File: config.mk
export PLATFORM = sky130hd
export DESIGN_NAME = sub_256_seq
export DESIGN_NICKNAME = d
export VERILOG_FILES = /design/src/rtl/sub_256_seq.sv
export SDC_FILE = /design/constraint.sdc
export NUM_CORES = 2
export LEC_CHECK = 0
export ABC_AREA = 1
export BUFFER_PORTS_ARGS = -buffer_cell sky130_fd_sc_hd__clkbuf_2
export CAP_MARGIN = 40
export CORE_AREA = 3 3 301 303
export DETAILED_ROUTE_END_ITERATION = 6
export DIE_AREA = 0 0 304 306
export PLACE_DENSITY = 0.72
export SYNTH_ARGS = -nofsm -noshare
export SYNTH_HDL_FRONTEND = slang
export SYNTH_SLANG_ARGS = --single-unit
File: constraint.sdc
create_clock -name clk -period 6.8 [get_ports clk]
set_input_delay 0.68 -clock clk [delete_from_list [all_inputs] [get_ports clk]]
set_output_delay 0.68 -clock clk [all_outputs]
set_load 0.005 [all_outputs]
File: src/rtl/sub_256_seq.sv
// Sequential 256-bit subtractor: diff = a - b - B_EN, one CHUNK_W slice per clock, LSB first.
// Optional macro SUB256_UNDERFLOW_SAT_EN clamps diff to zero when the final borrow is set.
module sub_256_seq #(
    parameter int CHUNK_W = 32
) (
    input  logic         clk,
    input  logic         rst,
    input  logic         in_valid,
    output logic         in_ready,
    input  logic [255:0] a,
    input  logic [255:0] b,
    input  logic         B_EN,
    output logic         out_valid,
    input  logic         out_ready,
    output logic [255:0] diff,
    output logic         borrow_out
);
    localparam int NCHUNK = 256 / CHUNK_W;
    localparam int KW     = (NCHUNK > 1) ? $clog2(NCHUNK) : 1;

    typedef enum logic [1:0] {IDLE, RUN, DONE} state_t;

    state_t         state;
    logic [KW-1:0]  k;
    logic           borrow;
    logic [255:0]   a_sh;
    logic [255:0]   b_sh;
    logic [CHUNK_W:0] slice;

    // Operands shift right each RUN cycle so the active slice is always the low CHUNK_W bits.
    // The extra top bit of the widened subtraction is the slice borrow-out.
    always_comb begin
        slice = {1'b0, a_sh[CHUNK_W-1:0]} - {1'b0, b_sh[CHUNK_W-1:0]}
              - {{CHUNK_W{1'b0}}, borrow};
    end

    always_ff @(posedge clk or negedge rst) begin
        if (!rst) begin
            state      <= IDLE;
            k          <= '0;
            borrow     <= 1'b0;
            a_sh       <= '0;
            b_sh       <= '0;
            diff       <= '0;
            borrow_out <= 1'b0;
            out_valid  <= 1'b0;
            in_ready   <= 1'b0;
        end else begin
            case (state)
                IDLE: begin
                    in_ready <= 1'b1;
                    if (in_valid && in_ready) begin
                        a_sh       <= a;
                        b_sh       <= b;
                        borrow     <= B_EN;
                        k          <= '0;
                        diff       <= '0;
                        borrow_out <= 1'b0;
                        in_ready   <= 1'b0;
                        state      <= RUN;
                    end
                end
                RUN: begin
                    diff[k*CHUNK_W +: CHUNK_W] <= slice[CHUNK_W-1:0];
                    borrow <= slice[CHUNK_W];
                    a_sh   <= a_sh >> CHUNK_W;
                    b_sh   <= b_sh >> CHUNK_W;
                    k      <= k + 1'b1;
                    if (k == KW'(NCHUNK - 1)) begin
                        state      <= DONE;
                        out_valid  <= 1'b1;
                        borrow_out <= slice[CHUNK_W];
`ifdef SUB256_UNDERFLOW_SAT_EN
                        // Later assignment overrides the slice write above.
                        if (slice[CHUNK_W]) diff <= '0;
`endif
                    end
                end
                DONE: begin
                    if (out_ready) begin
                        out_valid <= 1'b0;
                        in_ready  <= 1'b1;
                        state     <= IDLE;
                    end
                end
                default: state <= IDLE;
            endcase
        end
    end
endmodule

==> flow_metrics.tcl <==
set metrics [dict create \
    first_pass_iters 7 \
    clock_latency_ns 0.64 \
    slew-limit-headroom 0.191 \
    skew_ns 0.0353 \
    synthCells 4505 \
    timing.rr.start "k[0]" \
    die_y_um 306 \
    numCtsBuffers 86 \
    worstSetupPathType "reg -> reg" \
    start_util 0.419 \
    arrival_ns 4.42 \
    finalSetupViolations 0 \
    synth_nets 5093 \
    drt.antenna.violating_nets 0 \
    dieWidth_um 304 \
    pwr_density_cell_nw_per_um2 618 \
    fmax_ghz 0.257 \
    synth_area_leaders "dfrtp_1 53%, nand2_1 13%, o21ai_0 8.0%" \
    yosysTopAreaCell "dfrtp_1" \
    rsz0062_at_grt "false" \
    wl_per_cell_um 20.8 \
    synthArstFlopShare 1.00 \
    synth_flop_cell "dfrtp_1" \
    startpoint "k[0]" \
    slew_violations 0 \
    critPathMaxFanout 44 \
    grt_max_degree 262 \
    grt_pass1_vias 31900 \
    ys_types 35 \
    netlist_area_um2 37000 \
    seq_area_frac_synth 0.526 \
    hold_viol 0 \
    synth_top_area_share 0.526 \
    r2r_cells 9 \
    cts-root-buf "clkbuf_16" \
    period_share 0.571 \
    clk_pin_slew_worst_paths_ns 0.06 \
    clockBufferDepth 3 \
    die-area_um2 93000 \
    setup_tns_ns 0 \
    dp_slack_ns 2.91 \
    drive_above_1_share 0.190 \
    setup_ws_ns 2.91 \
    nets 5716 \
    ios 776 \
    synth_seq_cells 777 \
    drt-initial-drc-count 2842 \
    failed_checks "DRC" \
    finalPower_w 0.0278 \
    hold_class "in -> async" \
    gp_congestion 0.926 \
    syn_avg_cell_area_um2 8.21 \
    status "complete, but fails checks" \
    fp-row-count 109 \
    vias 33300 \
    cts_tree "done" \
    core_um2 88200 \
    dp_hpwl_um 99800 \
    viasPerCell 5.21 \
    yosysMostFrequentCell "nand2_1" \
    grt.total_usage 0.280 \
    synth_warnings 0 \
    grt_first_pass_wirelength_um 199000 \
    worst_pin_slew_ns 1.21 \
    drv_cap 0 \
    h-tree-depth 3 \
    cp-start-kind "register" \
    synthTopCellsByCount "1256 x nand2_1, 777 x dfrtp_1, 653 x inv_1" \
    totalWireLength_um 133000 \
    fin_crit_ns 3.89 \
    p_leak_nw 23.6 \
    synth-edff-count 0 \
    area_growth_pct 21.5 \
    end_kind "register" \
    drc 1 \
    port_buffers 775 \
    post-cts-setup-buffers 0 \
    clock_sinks 777 \
    antenna_found_initial 55 \
    crit_required_ns 7.33 \
    post_cts_resized 0 \
    postCtsHoldBufs 0 \
    ir_worst_vdd_uv 467 \
    overflow 0 \
]
[kinds of logic (layout without fill, tap and decap cells)]
kind of cell	after synthesis	count (layout)	synth area share
simple gates	1613	1613	0.173
flops	777	777	0.526
fa+ha+maj	71	71	0.0244
other cells	0	37	0
xor+xnor	14	14	0.00331
compound gates	1082	1082	0.176
buf+inv	948	1639	0.0975
[flip-flops by register name, summed over array words and instances (netlist names)]
signal and count:
out_valid 1, k 3, diff 256, borrow_out 1, state 2, in_ready 1, borrow 1, a_sh 256
b_sh 256
[final cells by class]
cell class / instances / area, µm²
fillers: 8431 / 43300
well taps: 1165 / 1460
multi-input cells: 2780 / 14000
clock inverters: 38 / 524
repair buffers: 819 / 4490
diodes: 37 / 92.6
flip-flops and latches: 777 / 19400
clock buffers: 118 / 2420
inverters: 664 / 2500
[per-layer routing]
metal	track usage	wire length [µm]	up-vias
met3	0.0660	10300	264
met4	0.113	5260	36
li1	-	-	15900
met2	0.465	64000	1375
met5	0	248	-
met1	0.354	53500	15700
[layout by cell type, fill, tap and decap left out, types with 32 or more instances in the layout]
master,synthesis,layout
nand3_1,163,163
diode_2,0,37
clkbuf_16,0,86
clkbuf_2,0,774
o211ai_1,384,384
nand2_1,1256,1256
o21ai_0,592,592
ha_1,69,68
a31oi_1,32,32
nor2_1,143,132
inv_1,653,653
dfrtp_1,777,776
[per-stage QoR]
| step | std cells | hold WS (ns) | instance area, µm² | utilization |
|---|---|---|---|---|
| global placement | 6194 | 0.463 | 41600 | 0.472 |
| floorplan | 4505 | 0.384 | 37000 | - |
| CTS | 6361 | 0.107 | 44800 | 0.508 |
| detailed placement | 6205 | 0.466 | 41900 | 0.475 |
| global route | 6389 | 0.158 | 44900 | 0.509 |
| finish | 6398 | 0.123 | 44900 | 0.509 |
[worst max-delay path, cell delays in order (launching register included)]
cell and delay (ns):
dfrtp_2 0.40, inv_2 0.08, buf_4 0.43, nand2_1 0.29, nand3_1 0.56, clkinv_1 0.76, nor2_2 0.85, buf_16 0.23
nand2_1 0.07, o21ai_0 0.09
[report_power, final]
group | internal (W) | total (W) | switching [W] | leakage, nW
logic | 0.00457 | 0.0151 | 0.0106 | 12.3
clock network | 0.00283 | 0.00484 | 0.00201 | 1.44
registers | 0.00679 | 0.00779 | 0.000998 | 9.89
total | 0.0142 | 0.0278 | 0.0136 | 23.6
[worst paths after layout]
path / to / slack, ns
max: diff[232] / 2.91
min: diff[195] / 0.12
max reg2reg: diff[232] / 2.91
min reg2reg: diff[31] / 0.48
max in group asynchronous: b_sh[39] / 5.30
min in group clk: a_sh[246] / 0.23
Power figures use the tool's default switching activity.
